### src/rtl/mem_loader_pkg.sv
// Shared constants for the mem_loader block: FSM state encoding, transfer modes, widths.
package mem_loader_pkg;

    localparam int ADDR_W = 8;
    localparam int CNT_W  = ADDR_W + 1;

    localparam logic [2:0] ST_IDLE  = 3'd0;
    localparam logic [2:0] ST_LOAD  = 3'd1;
    localparam logic [2:0] ST_RDREQ = 3'd2;
    localparam logic [2:0] ST_RDOUT = 3'd3;
    localparam logic [2:0] ST_DONE  = 3'd4;

    localparam logic MODE_LOAD = 1'b0;
    localparam logic MODE_DUMP = 1'b1;

endpackage

### src/rtl/mem_loader_ctr.sv
// Address/count registers for mem_loader: load on start, step per transferred byte.
module mem_loader_ctr #(
    parameter int ADDR_BITS = 8
) (
    input  logic                 clk,
    input  logic                 reset,
    input  logic                 load,
    input  logic                 step,
    input  logic [ADDR_BITS-1:0] base,
    input  logic [ADDR_BITS:0]   len,
    output logic [ADDR_BITS-1:0] addr,
    output logic [ADDR_BITS:0]   count,
    output logic                 last,
    output logic                 zero
);

    always_ff @(posedge clk or posedge reset) begin
        if (reset) begin
            addr  <= '0;
            count <= '0;
        end else if (load) begin
            addr  <= base;
            count <= len;
        end else if (step) begin
            // addr wraps naturally at the top of the address space
            addr  <= addr + ADDR_BITS'(1);
            count <= count - (ADDR_BITS + 1)'(1);
        end
    end

    assign last = (count == (ADDR_BITS + 1)'(1));
    assign zero = (count == '0);

endmodule

### src/rtl/mem_loader.sv
// Stream <-> memory block transfer engine (load: stream to memory, dump: memory to stream).
// Optional running checksum enabled by defining MEM_LOADER_CHECKSUM_EN.
//
// state | meaning
// IDLE  | waiting for start
// LOAD  | accepting stream bytes, one memory write per handshake
// RDREQ | memory read issued for current addr
// RDOUT | read byte presented on out stream until accepted
// DONE  | one-cycle completion pulse
module mem_loader
    import mem_loader_pkg::*;
#(
    parameter int WIDTH     = 8,
    parameter int ADDR_BITS = 8
) (
    input  logic                 clk,
    input  logic                 reset,
    input  logic                 start,
    input  logic                 mode,
    input  logic [ADDR_BITS-1:0] base,
    input  logic [ADDR_BITS:0]   len,
    output logic                 busy,
    output logic                 done,
    input  logic [WIDTH-1:0]     in_data,
    input  logic                 in_valid,
    output logic                 in_ready,
    output logic [WIDTH-1:0]     out_data,
    output logic                 out_valid,
    input  logic                 out_ready,
    output logic                 mem_en,
    output logic                 mem_write,
    output logic [ADDR_BITS-1:0] mem_adr,
    output logic [WIDTH-1:0]     mem_wdata,
    input  logic [WIDTH-1:0]     mem_rdata,
    output logic [WIDTH-1:0]     checksum
);

    logic [2:0]           state;
    logic [ADDR_BITS-1:0] addr;
    logic [ADDR_BITS:0]   count;
    logic                 last;
    logic                 zero;
    logic                 ctr_load;
    logic                 ctr_step;
    logic                 in_hs;
    logic                 out_hs;

    assign in_hs    = in_valid && in_ready;
    assign out_hs   = out_valid && out_ready;
    assign ctr_load = (state == ST_IDLE) && start && (len != '0);
    assign ctr_step = ((state == ST_LOAD) && in_hs) || ((state == ST_RDOUT) && out_hs);

    // After the final load handshake the FSM lingers one cycle in LOAD so the
    // last write completes before DONE; in_ready is held off during that cycle.
    assign in_ready = (state == ST_LOAD) && !zero;
    assign busy     = (state == ST_LOAD) || (state == ST_RDREQ) || (state == ST_RDOUT);
    assign done     = (state == ST_DONE);

    mem_loader_ctr #(
        .ADDR_BITS(ADDR_BITS)
    ) u_ctr (
        .clk   (clk),
        .reset (reset),
        .load  (ctr_load),
        .step  (ctr_step),
        .base  (base),
        .len   (len),
        .addr  (addr),
        .count (count),
        .last  (last),
        .zero  (zero)
    );

    always_ff @(posedge clk or posedge reset) begin
        if (reset) begin
            state     <= ST_IDLE;
            mem_en    <= 1'b0;
            mem_write <= 1'b0;
            mem_adr   <= '0;
            mem_wdata <= '0;
            out_data  <= '0;
            out_valid <= 1'b0;
        end else begin
            mem_en    <= 1'b0;
            mem_write <= 1'b0;
            case (state)
                ST_IDLE: begin
                    if (start) begin
                        if (len == '0) begin
                            state <= ST_DONE;
                        end else if (mode == MODE_DUMP) begin
                            state   <= ST_RDREQ;
                            mem_en  <= 1'b1;
                            mem_adr <= base;
                        end else begin
                            state <= ST_LOAD;
                        end
                    end
                end
                ST_LOAD: begin
                    if (zero) begin
                        state <= ST_DONE;
                    end else if (in_hs) begin
                        mem_en    <= 1'b1;
                        mem_write <= 1'b1;
                        mem_adr   <= addr;
                        mem_wdata <= in_data;
                    end
                end
                ST_RDREQ: begin
                    out_data  <= mem_rdata;
                    out_valid <= 1'b1;
                    state     <= ST_RDOUT;
                end
                ST_RDOUT: begin
                    if (out_ready) begin
                        out_valid <= 1'b0;
                        if (last) begin
                            state <= ST_DONE;
                        end else begin
                            state   <= ST_RDREQ;
                            mem_en  <= 1'b1;
                            mem_adr <= addr + ADDR_BITS'(1);
                        end
                    end
                end
                ST_DONE: state <= ST_IDLE;
                default: state <= ST_IDLE;
            endcase
        end
    end

`ifdef MEM_LOADER_CHECKSUM_EN
    always_ff @(posedge clk or posedge reset) begin
        if (reset) begin
            checksum <= '0;
        end else if ((state == ST_IDLE) && start) begin
            checksum <= '0;
        end else if ((state == ST_LOAD) && in_hs) begin
            checksum <= checksum + in_data;
        end else if (state == ST_RDREQ) begin
            checksum <= checksum + mem_rdata;
        end
    end
`else
    assign checksum = '0;
`endif

endmodule

### config.mk
export PLATFORM = sky130hd
export DESIGN_NAME = mem_loader
export DESIGN_NICKNAME = d
export VERILOG_FILES = /design/src/rtl/mem_loader_pkg.sv /design/src/rtl/mem_loader_ctr.sv /design/src/rtl/mem_loader.sv
export SDC_FILE = /design/constraint.sdc
export NUM_CORES = 1
export LEC_CHECK = 0
export BUFFER_PORTS_ARGS = -buffer_cell sky130_fd_sc_hd__buf_2
export CORE_UTILIZATION = 25
export CTS_CLUSTER_DIAMETER = 40
export DETAILED_ROUTE_END_ITERATION = 7
export SLEW_MARGIN = 15
export SYNTH_ARGS = -nofsm -noshare
export SYNTH_HDL_FRONTEND = slang
export SYNTH_SLANG_ARGS = --single-unit
### constraint.sdc
create_clock -name clk -period 2.4 [get_ports clk]
set_input_delay 0.24 -clock clk [delete_from_list [all_inputs] [get_ports clk]]
set_output_delay 0.24 -clock clk [all_outputs]
set_load 0.02 [all_outputs]
==> results of run 1 <==
==> final cells by class <==
cell class	count	area, um2
multi-input combinational	185	1310
timing repair buffer	81	438
clock buffer	6	82.6
sequential	47	1180
tap	133	166
fill	1051	6730
inverter	6	22.5
clock inverter	2	35.0
==> flip-flops by register name, indices dropped and copies added, names as in the netlist, 3 cells and up <==
| signal | count |
|---|---|
| state | 3 |
| mem_adr | 8 |
| u_ctr.addr | 8 |
| u_ctr.count | 9 |
| out_data | 8 |
| mem_wdata | 8 |
==> power by group <==
part           switching [mW]  internal (mW)  total [mW]
Combinational            1.14          0.911        2.05
Sequential              0.319           1.19        1.51
Clock                   0.275          0.337       0.613
Total                    1.74           2.44        4.18
==> metal layers <==
metal	GRT usage, %	up-vias	wire (um)	part of all wire (%)
li1	-	1021	-	-
met1	15.2	1008	2880	48
met2	18.6	41	2790	47
met3	1.57	6	189	3.2
met4	3.98	0	80	1.3
met5	0	-	0	0
==> cell usage in the layout, fill, tap and decap left out, types with 2 or more instances in the layout <==
cell type / count
a21oi_1: 21
a31oi_1: 2
and2_1: 2
and3_1: 3
buf_2: 68
buf_4: 13
clkbuf_8: 6
conb_1: 8
dfrtp_1: 47
ha_1: 4
inv_1: 5
mux2_2: 24
mux2i_1: 2
nand2_1: 15
nand3_1: 4
nand3b_1: 2
nand4_1: 3
nor2_1: 24
nor3_1: 6
o2111ai_1: 3
o211ai_1: 4
o21a_1: 2
o21ai_0: 14
o22ai_1: 2
xnor2_1: 2
xor2_1: 19
==> cell usage after synthesis, drive strengths merged (5+ instances only) <==
cell,n,area [um2]
a21oi,22,114
buf,15,111
clkbuf,5,18.8
dfrtp,47,1180
inv,6,22.5
mux2,25,282
nand2,15,56.3
nor2,25,96.4
nor3,7,40.0
o21ai,15,75.1
xor2,19,166
==> cell families (layout without fill, tap and decap cells) <==
logic type,count (synthesis),in the layout
flip-flops,47,47
other,1,8
XOR/XNOR,21,21
AO/OA/AOI/OAI,54,54
multiplexers,27,27
adder cells (fa/ha/maj),4,4
buffers and inverters,26,95
AND/OR/NAND/NOR,71,71
==> worst min-delay path by stage <==
stage / from / to / slack [ns] / depth (start not counted)
floorplan: start / u_ctr.count[5]$_DFFE_PP0P_ / 0.38 / 2
global placement: in_data[7] / mem_wdata[7]$_DFFE_PP0P_ / 0.47 / 2
detailed placement: mem_rdata[5] / out_data[5]$_DFFE_PP0P_ / 0.48 / 2
CTS: mem_rdata[5] / out_data[5]$_DFFE_PP0P_ / 0.16 / 2
global route: in_data[5] / mem_wdata[5]$_DFFE_PP0P_ / 0.16 / 2
finish: reset / mem_adr[2]$_DFFE_PP0P_ / 0.16 / 2
==> metrics by stage <==
stage / total power [mW] / setup slack, ns
after floorplan: 3.00 / 0.437
after global placement: 3.53 / 0.181
after detailed placement: 3.59 / 0.0746
after CTS: 4.20 / 0.0787
after global routing: 4.48 / 0.0240
final: 4.18 / 0.195
==> timing repair <==
| item | in CTS | in global routing |
|---|---|---|
| endpoints found under the hold margin | 0 | 0 |
| setup endpoints to repair | 0 | 14 |
| buffers inserted | 0 | 2 |
==> flow_metrics.py, run 1 <==
metrics = {
    "setup_path": {
        "slowest_stage": "nor4b_4",
        "critPathMaxStageDelay_ns": 0.58,
        "rrSetupSlack_ns": 0.20,
        "endpoint_kind": "flip-flop",
        "r2r_start": "u_ctr.count[0]$_DFFE_PP0P_",
        "crit_family": "simple AND/OR/NAND/NOR gates",
        "crit_chain": "inv_1 > ha_1 > nor4b_2 > nand2_1 > a21oi_2 > nor4b_4 > mux2_2",
        "crit_arrival_ns": 2.39,
        "critical_path.startpoint_type": "flip-flop",
        "crit_required_ns": 2.59,
        "worstSetupPathType": "reg -> reg",
        "cp-endpoint": "mem_adr[4]$_DFFE_PP0P_",
        "crit_fanout": 9,
        "r2r_cells": 7,
        "startpoint": "u_ctr.count[0]$_DFFE_PP0P_",
        "cp_num_buf_inv": 1,
        "r2r-end": "mem_adr[4]$_DFFE_PP0P_",
        "crit_cells": 7,
    },
    "placed_design": {
        "dp_cells": 450,
        "dpl_cell_area_um2": 3090,
        "gp_congestion": 0.840,
        "io_buffers": 68,
        "hpwl_mm": 4.45,
    },
    "timing": {
        "hold_viol_final": 0,
        "relSlewSlack_pct": 33.8,
        "period_needed_ns": 2.20,
        "clock_skew_ns": 0.00690,
        "rsz0062_at_grt": "no",
        "finalHoldWorstSlack_ns": 0.160,
        "worst_pin_slew_ns": 0.991,
        "tns_ns": 0,
        "setup_viol": 0,
        "post-route-period-util_pct": 91.9,
        "fmax_ghz": 0.454,
        "maxSlewViolCount": 0,
    },
    "final_layout": {
        "drive_above_1_share_pct": 37.6,
        "layout.cells.non_filler": 460,
        "antenna_cells": 0,
        "final_util_pct": 32.4,
        "area_delta_synth_final_pct": 23.7,
        "design_area_um2": 3230,
        "final_net_count": 369,
    },
    "grt": {
        "overflow": 0,
        "antenna_found_initial": 0,
        "grt_max_degree": 48,
        "grt.total_usage_pct": 11.3,
        "grt_pass1_vias": 2068,
        "grt_pass1_wl_mm": 10.0,
    },
    "yosys": {
        "async_flop_share_pct": 100,
        "seq_area_frac_synth_pct": 45.1,
        "yosysWarnings": 0,
        "synth_simple_gate_area_share_pct": 15.4,
        "muxShareOfSynthArea_pct": 11.6,
        "synth_enable_flop_cells": 0,
        "synth-seq-cells": 47,
        "synth_top_family_by_area": "simple AND/OR/NAND/NOR gates",
        "synth-adder-area-share_pct": 1.92,
        "synth-main-ff-cell": "dfrtp_1",
        "netlist_area_um2": 2610,
        "synth_cell_types": 47,
        "synth_xor_area_share_pct": 7.05,
        "synthCells": 251,
        "avgSynthCellArea_um2": 10.4,
        "synth_compound_area_share_pct": 13.0,
    },
    "clocking": {
        "numCtsBuffers": 5,
        "clk_latency_ns": 0.30,
        "cts_hold_buf": 0,
        "path_clk_slew_ns": 0.09,
        "cts_root_buf": "clkbuf_8",
        "clock_path_buffers": 2,
        "tritoncts": "done",
        "cts.repair.resized": 0,
        "h-tree-depth": 2,
        "cts.sinks": 47,
    },
    "floorplanning": {
        "row_count": 36,
        "start_util_pct": 26.2,
        "fp.dieW_um": 104,
        "dieHeight_um": 104,
        "die_area_um2": 10800,
        "core_um2": 9950,
        "ioPinCount": 77,
    },
    "power": {
        "leakagePower_nw": 1.44,
        "powerDensity_nw_per_um2": 1290,
        "peakVddDrop_mv": 0.255,
    },
    "worst_hold_path": {
        "hold_class": "in -> async",
    },
    "route": {
        "wl_per_cell_um": 12.9,
        "vias_per_cell": 4.51,
        "drt_iter0_drc": 64,
        "drt_wl_total_mm": 5.94,
        "vias": 2076,
        "drt_pass1_iterations": 4,
        "drcViolationCount": 0,
        "antenna_left": 0,
    },
    "run_status": {
        "outcome": "finished clean",
    },
    "flow_run": {
        "maxCapViolCount": 0,
    },
}
Power figures use the tool's default switching activity.
==> inputs of run 2 (changes only) <==
- CELL_PAD_IN_SITES_DETAIL_PLACEMENT: default -> 0
- CELL_PAD_IN_SITES_GLOBAL_PLACEMENT: default -> 1
- PLACE_DENSITY_LB_ADDON: default -> 0.1
==> run 2 against run 1 <==
Effect of this change:
- critical path depth unchanged
- wire length up 10%
- die area unchanged
- combinational power about the same
- sequential share of layout area down 0.071 points
==> flow_metrics.py, run 2 (same netlist as run 1, synthesis figures left out) <==
metrics = {
    "clocking": {
        "postCtsSetupBuffers": 0,
        "path_clk_slew_ns": 0.10,
        "cts.repair.resized": 0,
        "clock_path_buffers": 2,
        "clk_latency_ns": 0.31,
        "numCtsBuffers": 5,
        "h-tree-depth": 2,
        "cts_root_buf": "clkbuf_8",
        "cts_hold_buf": 0,
        "cts.sinks": 47,
        "tritoncts": "done",
    },
    "setup_path": {
        "r2r_cells": 7,
        "r2r-end": "mem_adr[7]$_DFFE_PP0P_",
        "crit_family": "simple AND/OR/NAND/NOR gates",
        "r2r_start": "u_ctr.count[0]$_DFFE_PP0P_",
        "critPathMaxStageDelay_ns": 0.58,
        "crit_required_ns": 2.59,
        "critical_path.startpoint_type": "flip-flop",
        "rrSetupSlack_ns": 0.19,
        "crit_arrival_ns": 2.40,
        "slowest_stage": "nor4b_4",
        "endpoint_kind": "flip-flop",
        "cp_num_buf_inv": 1,
        "crit_fanout": 9,
        "worstSetupPathType": "reg -> reg",
        "crit_chain": "inv_1 > ha_1 > nor4b_2 > nand2_1 > a21oi_2 > nor4b_4 > mux2_2",
    },
    "placed_design": {
        "io_buffers": 68,
        "post-place-ws_ns": 0.185,
        "dp_cells": 453,
        "gp_congestion": 0.745,
        "hpwl_mm": 4.75,
        "dpl_cell_area_um2": 3130,
    },
    "floorplanning": {
        "start_util_pct": 26.2,
        "dieHeight_um": 104,
        "fp.dieW_um": 104,
        "die_area_um2": 10800,
        "core_um2": 9950,
        "ioPinCount": 77,
        "row_count": 36,
    },
    "timing": {
        "maxSlewViolCount": 0,
        "finalHoldWorstSlack_ns": 0.0797,
        "post-route-period-util_pct": 92.1,
        "fmax_ghz": 0.452,
        "setup_viol": 0,
        "period_needed_ns": 2.21,
        "rsz0062_at_grt": "no",
        "relSlewSlack_pct": 59.2,
        "layout_setup_ws_ns": 0.189,
        "tns_ns": 0,
        "hold_viol_final": 0,
        "clock_skew_ns": 0.00835,
        "worst_pin_slew_ns": 0.609,
    },
    "flow_run": {
        "maxCapViolCount": 0,
    },
    "final_layout": {
        "area_delta_synth_final_pct": 23.9,
        "final_common_cell": "buf_2",
        "drive_above_1_share_pct": 37.8,
        "top_register": "u_ctr.count",
        "layout.cells.non_filler": 461,
        "antenna_cells": 0,
        "multi_input_area_um2": 1310,
        "nFillCells": 1068,
        "final_net_count": 370,
        "largest_register_ffs": 9,
        "design_area_um2": 3230,
        "seqCellArea_um2": 1180,
        "final_cell_mix": "68 x buf_2, 47 x dfrtp_1, 24 x mux2_2, 24 x nor2_1, 21 x a21oi_1",
    },
    "route": {
        "antenna_left": 0,
        "drcViolationCount": 0,
        "drt_pass1_iterations": 4,
        "vias": 2028,
        "wl_per_cell_um": 14.2,
        "drt_wl_total_mm": 6.55,
        "vias_per_cell": 4.40,
        "drt_iter0_drc": 48,
    },
    "power": {
        "leakagePower_nw": 1.44,
        "powerDensity_nw_per_um2": 1290,
        "peakVddDrop_mv": 0.363,
    },
    "run_status": {
        "outcome": "finished clean",
    },
    "grt": {
        "grt.total_usage_pct": 12.5,
        "grt_pass1_wl_mm": 10.6,
        "overflow": 0,
        "grt_pass1_vias": 2031,
        "grt_max_degree": 48,
        "antenna_found_initial": 0,
    },
    "worst_hold_path": {
        "hold_class": "in -> async",
    },
}
## run 2: worst min-delay path: stages
cell and delay (ns):
buf_2 0.10, inv_2 0.03, buf_4 0.50
## run 2: area by class of cell
cell class / count / area share (%)
clock inverters: 1 / 0.232
repair buffers: 82 / 14.2
clock buffers: 7 / 2.98
flip-flops and latches: 47 / 36.4
well taps: 133 / 5.15
inverters: 6 / 0.697
multi-input cells: 185 / 40.4
## run 2: worst max-delay path by stage
stage / slack [ns] / start / depth (start not counted) / endpoint
2_1_floorplan: 0.44 / u_ctr.count[0]$_DFFE_PP0P_ / 7 / mem_adr[0]$_DFFE_PP0P_
3_3_place_gp: 0.22 / u_ctr.count[0]$_DFFE_PP0P_ / 7 / mem_adr[0]$_DFFE_PP0P_
3_5_place_dp: 0.18 / u_ctr.count[0]$_DFFE_PP0P_ / 7 / mem_adr[1]$_DFFE_PP0P_
4_1_cts: 0.16 / u_ctr.count[0]$_DFFE_PP0P_ / 7 / mem_adr[1]$_DFFE_PP0P_
5_1_grt: 0.03 / u_ctr.count[0]$_DFFE_PP0P_ / 7 / mem_adr[0]$_DFFE_PP0P_
6_report: 0.19 / u_ctr.count[0]$_DFFE_PP0P_ / 7 / mem_adr[7]$_DFFE_PP0P_
## run 2: per-layer routing
layer	routed length [um]	up-vias	track usage, %
li1	-	1021	-
met1	3370	952	17.9
met5	0	-	0
met3	257	8	2.38
met4	106	0	4.39
met2	2820	47	18.6
## run 2: power by group
| part | total [mW] | switching, mW | internal, mW | leakage, nW |
|---|---|---|---|---|
| Clock | 0.553 | 0.290 | 0.263 | 0.0505 |
| Sequential | 1.54 | 0.348 | 1.19 | 0.550 |
| Combinational | 2.07 | 1.15 | 0.921 | 0.836 |
## run 2: per-stage QoR
stage,util [%],power (mW)
CTS,32.5,4.22
floorplan,-,3.00
finish,32.5,4.16
global route,32.5,4.48
global placement,31.4,3.65
detailed placement,31.4,3.66
==> inputs of run 3 (changes only) <==
- HOLD_SLACK_MARGIN: default -> 0.12
==> run 3 against run 2 <==
Effect of this change:
- global-route usage did not move
- combinational power barely moved
- worst setup slack barely moved
- via count rose by 0.39%
- die area did not move
- largest power group unchanged
==> flow_metrics.py, run 3 (same netlist as run 1, synthesis figures left out) <==
metrics = {
    "floorplanning": {
        "row_count": 36,
        "dieHeight_um": 104,
        "core_um2": 9950,
        "fp.dieW_um": 104,
        "start_util_pct": 26.2,
        "die_area_um2": 10800,
        "ioPinCount": 77,
    },
    "clocking": {
        "cts.sinks": 47,
        "path_clk_slew_ns": 0.10,
        "numCtsBuffers": 5,
        "clock_path_buffers": 2,
        "cts_root_buf": "clkbuf_8",
        "tritoncts": "done",
        "clk_latency_ns": 0.31,
        "h-tree-depth": 2,
        "postCtsSetupBuffers": 0,
    },
    "power": {
        "p_comb_share_pct": 49.8,
        "netSwitchingPower_mw": 1.79,
        "pwr-share-clk_pct": 13.3,
        "p_int_mw": 2.37,
        "p_seq_share_pct": 36.9,
        "p_sw_share_pct": 43.0,
        "peakVddDrop_mv": 0.363,
        "powerDensity_nw_per_um2": 1280,
        "leakagePower_nw": 1.44,
    },
    "final_layout": {
        "largest_register_ffs": 9,
        "final_cell_mix": "68 x buf_2, 47 x dfrtp_1, 24 x mux2_2, 24 x nor2_1, 21 x a21oi_1",
        "multi_input_area_um2": 1310,
        "seqCellArea_um2": 1180,
        "final_common_cell": "buf_2",
        "drive_above_1_share_pct": 37.7,
        "area_delta_synth_final_pct": 24.3,
        "nFillCells": 1067,
        "design_area_um2": 3240,
        "top_register": "u_ctr.count",
        "final_net_count": 371,
        "antenna_cells": 0,
    },
    "setup_path": {
        "critical_path.startpoint_type": "flip-flop",
        "crit_fanout": 9,
        "crit_required_ns": 2.59,
        "crit_arrival_ns": 2.40,
        "worstSetupPathType": "reg -> reg",
        "endpoint_kind": "flip-flop",
    },
    "route": {
        "vias": 2036,
        "antenna_left": 0,
        "wl_per_cell_um": 14.2,
        "drcViolationCount": 0,
        "vias_per_cell": 4.41,
        "drt_wl_total_mm": 6.55,
        "drt_pass1_iterations": 4,
        "drt_iter0_drc": 64,
    },
    "timing": {
        "finalHoldWorstSlack_ns": 0.157,
        "worst_pin_slew_ns": 0.609,
        "period_needed_ns": 2.21,
        "hold_viol_final": 0,
        "rsz0062_at_grt": "no",
        "tns_ns": 0,
        "clock_skew_ns": 0.00835,
        "maxSlewViolCount": 0,
        "layout_setup_ws_ns": 0.189,
        "relSlewSlack_pct": 59.2,
        "setup_viol": 0,
        "fmax_ghz": 0.452,
        "post-route-period-util_pct": 92.1,
    },
    "grt": {
        "grt_pass1_wl_mm": 10.6,
        "grt_pass1_vias": 2032,
        "grt.total_usage_pct": 12.5,
        "grt_max_degree": 48,
        "overflow": 0,
        "antenna_found_initial": 0,
    },
    "placed_design": {
        "gp_congestion": 0.745,
        "hpwl_mm": 4.75,
        "io_buffers": 68,
        "post-place-ws_ns": 0.185,
        "dpl_cell_area_um2": 3130,
    },
    "worst_hold_path": {
        "hold_class": "in -> reg",
    },
    "run_status": {
        "outcome": "finished clean",
    },
    "flow_run": {
        "maxCapViolCount": 0,
    },
}
## run 3: routing by layer
layer,track usage [%],routed length (um),up-vias
li1,-,-,1023
met1,17.9,3370,958
met2,18.6,2820,47
met5,0,0,-
met3,2.38,257,8
met4,4.39,106,0
## run 3: timing repair
item                                    CTS  global route
hold buffers                              1             0
endpoints found under the setup margin    0             0
gates resized for setup                   0             0
hold endpoints to repair                 33             0
## run 3: worst paths after layout
| check | from | to | depth (start not counted) | slack (ns) |
|---|---|---|---|---|
| setup / recovery | u_ctr.count[0]$_DFFE_PP0P_ | mem_adr[7]$_DFFE_PP0P_ | 7 | 0.19 |
| hold / removal | mem_rdata[2] | out_data[2]$_DFFE_PP0P_ | 2 | 0.16 |
| setup reg to reg | u_ctr.count[0]$_DFFE_PP0P_ | mem_adr[7]$_DFFE_PP0P_ | 7 | 0.19 |
| hold reg to reg | out_data[7]$_DFFE_PP0P_ | out_data[7]$_DFFE_PP0P_ | 1 | 0.51 |
| max in group asynchronous | reset | u_ctr.addr[3]$_DFFE_PP0P_ | 4 | 1.35 |
| min in group asynchronous | reset | u_ctr.count[7]$_DFFE_PP0P_ | 4 | 0.63 |
## run 3: final cells by class
cell class	instances	area share, %
well taps	133	5.13
clock buffers	7	2.97
multi-input cells	185	40.3
repair buffers	83	14.4
flip-flops and latches	47	36.3
inverters	6	0.695
clock inverters	1	0.232
## run 3: critical path, stage by stage (launching register included)
cell,delay (ns)
dfrtp_1,0.43
inv_1,0.11
ha_1,0.20
nor4b_2,0.18
nand2_1,0.12
a21oi_2,0.08
nor4b_4,0.58
mux2_2,0.40
## run 3: through the flow
step	std cells	util, %	power, mW
3_3_place_gp	453	31.4	3.65
3_5_place_dp	453	31.4	3.66
6_report	462	32.6	4.16
4_1_cts	462	32.6	4.22
5_1_grt	462	32.6	4.48
2_1_floorplan	258	-	3.00
## run 3: power groups by stage
stage / clock [mW] / combinational [mW] / sequential [mW]
floorplan: 0 / 1.25 / 1.76
global placement: 0 / 2.10 / 1.56
detailed placement: 0 / 2.10 / 1.56
CTS: 0.575 / 2.10 / 1.54
global route: 0.607 / 2.27 / 1.60
finish: 0.553 / 2.07 / 1.54
